File: config.mk
export PLATFORM = sky130hd
export DESIGN_NAME = sd_cache_lines
export DESIGN_NICKNAME = d
export VERILOG_FILES = /design/src/rtl/sd_cache_lines.sv
export SDC_FILE = /design/constraint.sdc
export NUM_CORES = 1
export LEC_CHECK = 0
export BUFFER_PORTS_ARGS = -buffer_cell sky130_fd_sc_hd__buf_2
export CORE_MARGIN = 5
export CORE_UTILIZATION = 47
export DETAILED_ROUTE_END_ITERATION = 8
export PLACE_DENSITY = 0.72
export SLEW_MARGIN = 10
export SYNTH_ARGS = -nofsm -noshare
export SYNTH_HDL_FRONTEND = slang
export SYNTH_SLANG_ARGS = --single-unit
File: constraint.sdc
create_clock -name clk -period 3.5 [get_ports clk]
set_clock_uncertainty 0.2 [all_clocks]
set_input_delay 0.35 -clock clk [delete_from_list [all_inputs] [get_ports clk]]
set_output_delay 0.35 -clock clk [all_outputs]
set_load 0.01 [all_outputs]
File: src/rtl/sd_cache_lines.sv
// rtl/sd_cache_lines.sv - direct-mapped write-back tag controller for the SD block path
// Optional flush scan is built only when SD_CACHE_FLUSH_EN is defined.
module sd_cache_lines #(
   parameter int LINES     = 4,
   parameter int LINE_BITS = 2
) (
   input  logic                 clk,
   input  logic                 rst_n,
   input  logic                 read,
   input  logic                 write,
   input  logic [31:0]          addr,
   input  logic                 flush,
   input  logic                 busy,
   output logic                 read_spi,
   output logic                 write_spi,
   output logic                 write_ram,
   output logic [22:0]          block,
   output logic [LINE_BITS-1:0] line,
   output logic                 ready
);
   typedef enum logic [2:0] {
      IDLE, WB, FILL, HIT_RD, HIT_WR, FLUSH_SCAN, FLUSH_WAIT
   } state_t;

   state_t               state, state_d;
   logic [22:0]          tag_mem [LINES];
   logic [LINES-1:0]     valid, dirty;
   logic [22:0]          block_q, lat_blk, req_blk, blk_d, victim_tag;
   logic [LINE_BITS-1:0] line_q, req_idx, line_d;
   logic                 req_wr, busy_seen, hit, victim_dirty, spi_done, accept_rw;
   logic                 rd_spi_d, wr_spi_d, wr_ram_d, ready_d;
   logic                 unused_bits;

   assign req_blk      = addr[31:9];
   assign req_idx      = (LINES == 1) ? '0 : addr[9 +: LINE_BITS];
   assign victim_tag   = tag_mem[req_idx];
   assign hit          = valid[req_idx] && (victim_tag == req_blk);
   assign victim_dirty = valid[req_idx] && dirty[req_idx];
   assign accept_rw    = (state == IDLE) && !ready && (read || write);
   // busy must have been seen high since the pulse before a low counts as completion
   assign spi_done     = busy_seen && !busy;

   assign block = accept_rw ? req_blk : block_q;
   assign line  = accept_rw ? req_idx : line_q;

`ifdef SD_CACHE_FLUSH_EN
   logic [LINE_BITS-1:0] scan_idx;
   logic                 scan_dirty, scan_last, accept_flush;
   assign scan_dirty   = valid[scan_idx] && dirty[scan_idx];
   assign scan_last    = (scan_idx == LINE_BITS'(LINES - 1));
   assign accept_flush = (state == IDLE) && !ready && !read && !write && flush;
   assign unused_bits  = ^addr[8:0];
`else
   assign unused_bits  = ^{addr[8:0], flush};
`endif

   always_ff @(posedge clk or negedge rst_n) begin
      if (!rst_n) begin
         state     <= IDLE;
         read_spi  <= 1'b0;
         write_spi <= 1'b0;
         write_ram <= 1'b0;
         ready     <= 1'b0;
         block_q   <= '0;
         line_q    <= '0;
      end else begin
         state     <= state_d;
         read_spi  <= rd_spi_d;
         write_spi <= wr_spi_d;
         write_ram <= wr_ram_d;
         ready     <= ready_d;
         block_q   <= blk_d;
         line_q    <= line_d;
      end
   end

   always_comb begin
      state_d = state;
      case (state)
         IDLE: begin
            if (accept_rw) begin
               if (hit)               state_d = read ? HIT_RD : HIT_WR;
               else if (victim_dirty) state_d = WB;
               else                   state_d = FILL;
            end
`ifdef SD_CACHE_FLUSH_EN
            else if (accept_flush)    state_d = FLUSH_SCAN;
`endif
         end
         WB:             if (spi_done) state_d = FILL;
         FILL:           if (spi_done) state_d = req_wr ? HIT_WR : HIT_RD;
         HIT_RD, HIT_WR: state_d = IDLE;
`ifdef SD_CACHE_FLUSH_EN
         FLUSH_SCAN: begin
            if (scan_dirty)     state_d = FLUSH_WAIT;
            else if (scan_last) state_d = IDLE;
         end
         FLUSH_WAIT:     if (spi_done) state_d = scan_last ? IDLE : FLUSH_SCAN;
`endif
         default:        state_d = IDLE;
      endcase
   end

   always_comb begin
      rd_spi_d = 1'b0;
      wr_spi_d = 1'b0;
      wr_ram_d = 1'b0;
      ready_d  = 1'b0;
      blk_d    = block_q;
      line_d   = line_q;
      case (state)
         IDLE: begin
            if (accept_rw) begin
               blk_d  = req_blk;
               line_d = req_idx;
               if (!hit) begin
                  if (victim_dirty) begin
                     wr_spi_d = 1'b1;
                     blk_d    = victim_tag;
                  end else begin
                     rd_spi_d = 1'b1;
                  end
               end
            end
         end
         WB: begin
            if (spi_done) begin
               rd_spi_d = 1'b1;
               blk_d    = lat_blk;
            end
         end
         HIT_RD: ready_d = 1'b1;
         HIT_WR: begin
            ready_d  = 1'b1;
            wr_ram_d = 1'b1;
         end
`ifdef SD_CACHE_FLUSH_EN
         FLUSH_SCAN: begin
            if (scan_dirty) begin
               wr_spi_d = 1'b1;
               blk_d    = tag_mem[scan_idx];
               line_d   = scan_idx;
            end else if (scan_last) begin
               ready_d  = 1'b1;
            end
         end
         FLUSH_WAIT: if (spi_done && scan_last) ready_d = 1'b1;
`endif
         default: ;
      endcase
   end

   always_ff @(posedge clk or negedge rst_n) begin
      if (!rst_n) begin
         valid     <= '0;
         dirty     <= '0;
         req_wr    <= 1'b0;
         lat_blk   <= '0;
         busy_seen <= 1'b0;
`ifdef SD_CACHE_FLUSH_EN
         scan_idx  <= '0;
`endif
      end else begin
         if (rd_spi_d || wr_spi_d) busy_seen <= 1'b0;
         else if (busy)            busy_seen <= 1'b1;
         if (accept_rw) begin
            req_wr  <= write && !read;
            lat_blk <= req_blk;
         end
         if (state == FILL && spi_done) begin
            valid[line_q] <= 1'b1;
            dirty[line_q] <= 1'b0;
         end
         if (state == HIT_WR) dirty[line_q] <= 1'b1;
`ifdef SD_CACHE_FLUSH_EN
         if (accept_flush) scan_idx <= '0;
         if ((state == FLUSH_SCAN && !scan_dirty) || (state == FLUSH_WAIT && spi_done))
            scan_idx <= scan_idx + 1'b1;
         if (state == FLUSH_WAIT && spi_done) dirty[scan_idx] <= 1'b0;
`endif
      end
   end

   // tags need no reset: valid gates every use
   always_ff @(posedge clk) begin
      if (state == FILL && spi_done) tag_mem[line_q] <= lat_blk;
   end
endmodule

==> results.json, run 1 <==
{
  "result_of_the_run": "completed",
  "start_util_pct": 48.0,
  "clk_pin_slew_worst_paths_ns": 0.06,
  "drt_pass1_iterations": 5,
  "critical_path_depth": 7,
  "timing.final.ws_setup_ns": 0.378,
  "route.met3.wl_um": 1200,
  "post-route-min-period_ns": 3.12,
  "post-route-cell-area_mm2": 0.00818,
  "grt_antenna_before_repair": 0,
  "n_fill_cell": 1226,
  "worst_hold_margin_ns": 0.0166,
  "num_io_pins": 67,
  "die_width_um": 132,
  "area_of_placed_instances_mm2": 0.00755,
  "synth-edff-count": 92,
  "timing.critical_path.from": "read",
  "p_leak_uw": 0.00330,
  "synth_top_area_share_pct": 39.6,
  "timing.reg2reg.worst_path_depth": 8,
  "worstReg2RegStart": "tag_mem[3][9]$_DFFE_PP_",
  "place.detailed.hpwl_um": 10000,
  "depth_of_the_cts_h_tree": 4,
  "placementRows": 44,
  "critPathSlowestCell": "sky130_fd_sc_hd__o21ai_4",
  "fin_nets": 674,
  "synth-seq-cells": 157,
  "areaGrowthSynthToFinish_pct": 17.4,
  "chipHeight_um": 132,
  "synth_top_cells_by_count": "sky130_fd_sc_hd__nand2_1 (161), sky130_fd_sc_hd__edfxtp_1 (92), sky130_fd_sc_hd__dfrtp_1 (65)",
  "globalRouteTotalUtil_pct": 19.1,
  "syn_area_mm2": 0.00697,
  "design.core.area_mm2": 0.0145,
  "clock.fmax_mhz": 320,
  "worstPathArrival_ns": 2.57,
  "timing_hold_violations_final": 0,
  "met2_length_um": 7530,
  "gpl.final_weighted_congestion": 0.852,
  "worstSetupStartpointType": "input pin",
  "mappedNetlistNets": 599,
  "hold_path.class": "in2reg",
  "maximum_number_of_pins_on_one_net_before_global_route_repair": 49,
  "wl_met1_um": 7010,
  "highest-signal-layer": "met4",
  "crit_path_cell_trace": "dlygate4sd3_1 > buf_2 > o21ai_4 > buf_4 > nand2_1 > nand2_1 > buf_2",
  "clk_latency_ns": 0.42,
  "pre_cts_ws_ns": 0.0998,
  "ant_nets": 0,
  "multi_input_comb_area_mm2": 0.00246,
  "setup_tns_ns": 0,
  "drc_errors": 0,
  "routed-via-count": 4687,
  "timing.critical_path.buf_inv": 4,
  "timing.slew.headroom_pct": 16.8,
  "finalSetupViolations": 0,
  "routed_via_density": 5.63,
  "tritoncts_num_sinks": 157,
  "postSynthAreaPerCell_um2": 12.4,
  "transition_at_the_pin_with_the_smallest_max_transition_slack_ns": 1.25,
  "number_of_buffers_added_on_ports": 56,
  "min_period_over_period_pct": 89.2,
  "crit_type": "in2out",
  "timing_max_transition_violations_final": 0,
  "clk_path_buf_depth": 2,
  "routed_wl_um": 15900,
  "syn-instance-count": 561,
  "cts.root.buffer_cell": "sky130_fd_sc_hd__clkbuf_16",
  "timing.critical_path.slowest_cell_delay_ns": 0.79,
  "die_area_mm2": 0.0174,
  "yosys.cell_count.top_type": "sky130_fd_sc_hd__nand2_1",
  "critPathRequiredTime_ns": 2.95,
  "cts_tree": "built",
  "grt_pass1_vias": 4709,
  "gr-total-overflow": 0,
  "max-cap-violations": 0,
  "synthesis.yosys.warnings": 0,
  "cts.repair_timing.setup_buffer_count": 0,
  "regToRegEndpoint": "block_q[2]$_DFFE_PN0P_",
  "insertedDiodeCount": 0,
  "worstSetupEndpoint": "block[6]",
  "vdd_drop_max_v": 0.000645,
  "grt_pass1_wl_um": 26000,
  "async_reset_ff_share_pct": 41.4,
  "initialDrtViolationCount": 626,
  "cts_buffers": 17,
  "ys_top_cells_by_area": "sky130_fd_sc_hd__edfxtp_1 (40%), sky130_fd_sc_hd__dfrtp_1 (23%), sky130_fd_sc_hd__nand2_1 (8.7%)",
  "critical_path.endpoint_type": "output pin",
  "grt_setup_unrepaired": "false",
  "synth_largest_area_cell": "sky130_fd_sc_hd__edfxtp_1",
  "powerDensity_mw_per_mm2": 852,
  "synth_seq_area_share_pct": 62.9,
  "timing.critical_path.max_delay_family": "buffers and inverters",
  "yosysUniqueCellTypes": 45,
  "r2r_slack_ns": 0.63,
  "ctsResizeCount": 0,
  "critPathMaxFanout": 33,
  "ys_dominant_reg_cell": "sky130_fd_sc_hd__edfxtp_1",
  "drive_above_1_share_pct": 21.0,
  "wl_per_cell_um": 19.1,
  "seqCellArea_mm2": 0.00439
}
-- logic make-up after synthesis --
group	after synthesis	synth area share (%)
AND/OR/NAND/NOR	226	13.8
flip-flops	157	62.9
AO/OA/AOI/OAI	72	6.21
multiplexers	54	11.8
buffers and inverters	32	2.14
XOR/XNOR	20	3.16
-- layout make-up --
cell class	count	area share (%)
timing repair buffer	81	6.48
inverter	7	0.321
clock buffer	22	5.55
sequential	157	53.6
clock inverter	10	1.10
tap	184	2.81
multi-input combinational	372	30.1
-- power by group --
part           switching, uW  internal, uW
registers                374          2610
clock network            711           994
logic                   1410           868
-- placed cells by master (no fill, tap or decap), types with 7 or more instances in the layout --
master and instances:
sky130_fd_sc_hd__edfxtp_1 92, sky130_fd_sc_hd__clkbuf_16 17, sky130_fd_sc_hd__mux2i_1 30, sky130_fd_sc_hd__a21oi_1 27, sky130_fd_sc_hd__dlygate4sd3_1 9, sky130_fd_sc_hd__dfrtp_1 65, sky130_fd_sc_hd__xnor2_1 13, sky130_fd_sc_hd__mux4_2 22
sky130_fd_sc_hd__nor2_1 29, sky130_fd_sc_hd__o21ai_0 27, sky130_fd_sc_hd__inv_1 7, sky130_fd_sc_hd__buf_2 55, sky130_fd_sc_hd__nand2b_1 9, sky130_fd_sc_hd__nand2_1 161, sky130_fd_sc_hd__buf_4 14, sky130_fd_sc_hd__nand4_1 7
-- worst register-to-register path: cells and delay by family, from the launching register on --
kind                   cells  cell delay [ns]
multiplexers               2             0.64
AND/OR/NAND/NOR            2             0.60
flip-flops                 1             0.36
AO/OA/AOI/OAI              2             0.42
XOR/XNOR                   1             0.29
buffers and inverters      1             0.28
-- how the worst min path moves through the flow --
stage	start	to	slack, ns	cells past startpoint
2_1_floorplan	rst_n	block_q[0]$_DFFE_PN0P_	-0.15	0
3_3_place_gp	valid[3]$_DFFE_PN0P_	valid[3]$_DFFE_PN0P_	0.25	1
3_5_place_dp	valid[3]$_DFFE_PN0P_	valid[3]$_DFFE_PN0P_	0.25	1
4_1_cts	addr[18]	lat_blk[9]$_DFFE_PN0P_	0.0003	3
5_1_grt	addr[18]	lat_blk[9]$_DFFE_PN0P_	0.008	3
6_report	addr[14]	lat_blk[5]$_DFFE_PN0P_	0.02	3
-- state kept, by name, summed over array words and instances (netlist names) --
| name | count |
|---|---|
| line_q | 2 |
| write_spi | 1 |
| tag_mem | 92 |
| valid | 4 |
| ready | 1 |
| write_ram | 1 |
| req_wr | 1 |
| dirty | 4 |
| state | 3 |
| read_spi | 1 |
| busy_seen | 1 |
| block_q | 23 |
| lat_blk | 23 |
-- stage by stage --
stage	utilization, %	cells	power (uW)
6_report	56.3	833	6970
5_1_grt	56.3	833	7400
4_1_cts	56.2	832	7010
3_5_place_dp	51.9	792	5280
3_3_place_gp	51.9	792	5180
2_1_floorplan	-	561	4380
-- repair_timing --
action	in CTS	in global routing
endpoints found under the hold margin	8	47
hold buffers	8	1
endpoints found under the setup margin	0	0
-- per-layer routing --
metal  track usage, %  vias to the layer above
li1                 -                     2156
met1             27.0                     2323
met2             29.4                      188
met3             5.42                       20
met4             4.69                        0
met5                0                        -
No activity file was read; power rests on OpenSTA's default activity.
==> inputs of run 2 (changes only) <==
--- a/config.mk
+++ b/config.mk
@@ -7,9 +7,10 @@
 export LEC_CHECK = 0
 export BUFFER_PORTS_ARGS = -buffer_cell sky130_fd_sc_hd__buf_2
 export CORE_MARGIN = 5
-export CORE_UTILIZATION = 47
+export CORE_UTILIZATION = 53
 export DETAILED_ROUTE_END_ITERATION = 8
-export PLACE_DENSITY = 0.72
+export GPL_TIMING_DRIVEN = 0
+export PLACE_DENSITY = 0.79
 export SLEW_MARGIN = 10
 export SYNTH_ARGS = -nofsm -noshare
 export SYNTH_HDL_FRONTEND = slang
==> results.json, run 2 (synthesized netlist as in run 1, its figures left out) <==
{
  "result_of_the_run": "completed",
  "critPathSlowestCell": "sky130_fd_sc_hd__buf_1",
  "placementRows": 42,
  "clk_pin_slew_worst_paths_ns": 0.06,
  "cts.root.buffer_cell": "sky130_fd_sc_hd__clkbuf_16",
  "design.core.area_mm2": 0.0131,
  "cts_buffers": 17,
  "hold-path-cell-count": 3,
  "hold_path.class": "in2reg",
  "start_util_pct": 53.3,
  "largest_register_ffs": 92,
  "placed_cells": 794,
  "number_of_buffers_added_on_ports": 54,
  "chipHeight_um": 125,
  "critical-path-top-cell-by-count": "sky130_fd_sc_hd__nand2_1",
  "areaGrowthSynthToFinish_pct": 18.9,
  "layout.cells.most_common": "sky130_fd_sc_hd__nand2_1",
  "fin_nets": 690,
  "p_leak_uw": 0.00336,
  "grt_setup_unrepaired": "false",
  "wl_per_cell_um": 21.5,
  "die_area_mm2": 0.0156,
  "routed_via_density": 5.90,
  "powerDensity_mw_per_mm2": 879,
  "maximum_number_of_pins_on_one_net_before_global_route_repair": 56,
  "post-route-min-period_ns": 3.25,
  "drc_errors": 0,
  "reg_top3": "tag_mem: 92 flops, block_q: 23 flops, lat_blk: 23 flops",
  "gpl.final_weighted_congestion": 0.872,
  "min_period_over_period_pct": 92.9,
  "globalRouteTotalUtil_pct": 24.1,
  "grt_pass1_vias": 5137,
  "grt_antenna_before_repair": 0,
  "gr-total-overflow": 0,
  "clk_latency_ns": 0.44,
  "clock.fmax_mhz": 308,
  "worstPathArrival_ns": 2.70,
  "worstSetupStartpointType": "register",
  "tritoncts_num_sinks": 157,
  "initialDrtViolationCount": 559,
  "timing_max_transition_violations_final": 0,
  "routed-via-count": 4965,
  "insertedDiodeCount": 0,
  "die_width_um": 125,
  "timing.final.ws_setup_ns": 0.250,
  "transition_at_the_pin_with_the_smallest_max_transition_slack_ns": 1.27,
  "cts_tree": "built",
  "clk_path_buf_depth": 2,
  "ant_nets": 0,
  "grt_pass1_wl_um": 28300,
  "critPathRequiredTime_ns": 2.95,
  "grt_use_met2_pct": 38.1,
  "timing.reg2reg.worst_path_depth": 8,
  "largest-register": "tag_mem",
  "num_io_pins": 67,
  "crit_type": "reg2out",
  "vdd_drop_max_v": 0.000557,
  "post_layout_nonfiller_instances": 841,
  "grtUsageMet3_pct": 6.86,
  "max-cap-violations": 0,
  "crit_path_cell_trace": "nor4_2 > o21a_1 > buf_1 > nand2_1 > nand2_1 > buf_2",
  "critical_path.endpoint_type": "output pin",
  "grt.met1_usage_pct": 31.2,
  "depth_of_the_cts_h_tree": 4,
  "place.detailed.hpwl_um": 11600,
  "timing_hold_violations_final": 0,
  "routed_wl_um": 18100,
  "layout_common_cells": "sky130_fd_sc_hd__nand2_1 (161), sky130_fd_sc_hd__edfxtp_1 (92), sky130_fd_sc_hd__dfrtp_1 (65)",
  "pre_cts_ws_ns": 0.124,
  "timing.slew.headroom_pct": 15.4,
  "grt_busiest_layer": "met2",
  "timing.critical_path.slowest_cell_delay_ns": 0.57,
  "layout.core_utilization_pct": 63.3,
  "drt_pass1_iterations": 5,
  "finalSetupViolations": 0,
  "critPathMaxFanout": 10,
  "drive_above_1_share_pct": 19.7
}
-- run 2: cell count changes in the layout (fill, tap and decap cells not counted), sizes merged --
cell / delta
bufinv: +2
clkbuf: +15
buf: -4
clkinvlp: -4
inv: -2
dlygate4sd3: +6
clkinv: +3
-- run 2: what timing repair did --
action | in CTS | in global routing
setup endpoints to repair | 0 | 5
hold buffers | 15 | 0
hold endpoints to repair | 79 | 0
setup buffers | 0 | 0
gates resized for setup | 0 | 3
-- run 2: per-layer routing --
| layer | up-vias | wire length [um] |
|---|---|---|
| li1 | 2183 | - |
| met5 | - | 0 |
| met2 | 265 | 8720 |
| met3 | 49 | 1590 |
| met1 | 2468 | 7250 |
| met4 | 0 | 534 |
-- run 2: path summary, 6_finish.rpt --
| check | start | end | slack [ns] |
|---|---|---|---|
| min | addr[23] | lat_blk[14]$_DFFE_PN0P_ | 0.007 |
| min in group asynchronous | rst_n | block_q[22]$_DFFE_PN0P_ | 0.10 |
| max in group asynchronous | rst_n | block_q[15]$_DFFE_PN0P_ | 2.46 |
| min reg2reg | valid[3]$_DFFE_PN0P_ | valid[3]$_DFFE_PN0P_ | 0.27 |
| max | state[1]$_DFFE_PN0P_ | line[1] | 0.25 |
| max reg2reg | tag_mem[2][9]$_DFFE_PP_ | block_q[2]$_DFFE_PN0P_ | 0.60 |
-- run 2: worst max-delay path, delay by kind of cell (launching register included) --
| family | cells | cell delay (ns) |
|---|---|---|
| AOI/OAI and AO/OA | 1 | 0.27 |
| and+or+nand+nor | 3 | 0.83 |
| DFF | 1 | 0.45 |
| buffers and inverters | 2 | 0.71 |
-- run 2: layout make-up --
class                           instances  area [um^2]
Clock inverter                          9          118
Clock buffer                           23          478
Timing Repair Buffer                   72          477
Tap cell                              176          220
Fill cell                             965         4800
Inverter                                7         26.3
Buffer                                 25          124
Sequential cell                       157         4390
Multi-Input combinational cell        372         2460
-- run 2: report_power, final --
group	switching (uW)	total, uW	leakage (uW)	internal (uW)
Combinational	1570	2410	0.00145	838
Sequential	384	3000	0.00161	2620
Clock	708	1870	0.000296	1170
Total	2660	7280	0.00336	4620
-- run 2: stage by stage --
step | power (uW) | setup TNS [ns] | hold WS, ns | area [um^2]
floorplan | 4380 | 0 | -0.146 | 6980
global placement | 5220 | -16.15 | 0.248 | 7470
detailed placement | 5360 | 0 | 0.00983 | 7530
CTS | 7260 | 0 | 0.000287 | 8280
global route | 7650 | 0 | 0.0243 | 8290
finish | 7280 | 0 | 0.00699 | 8290
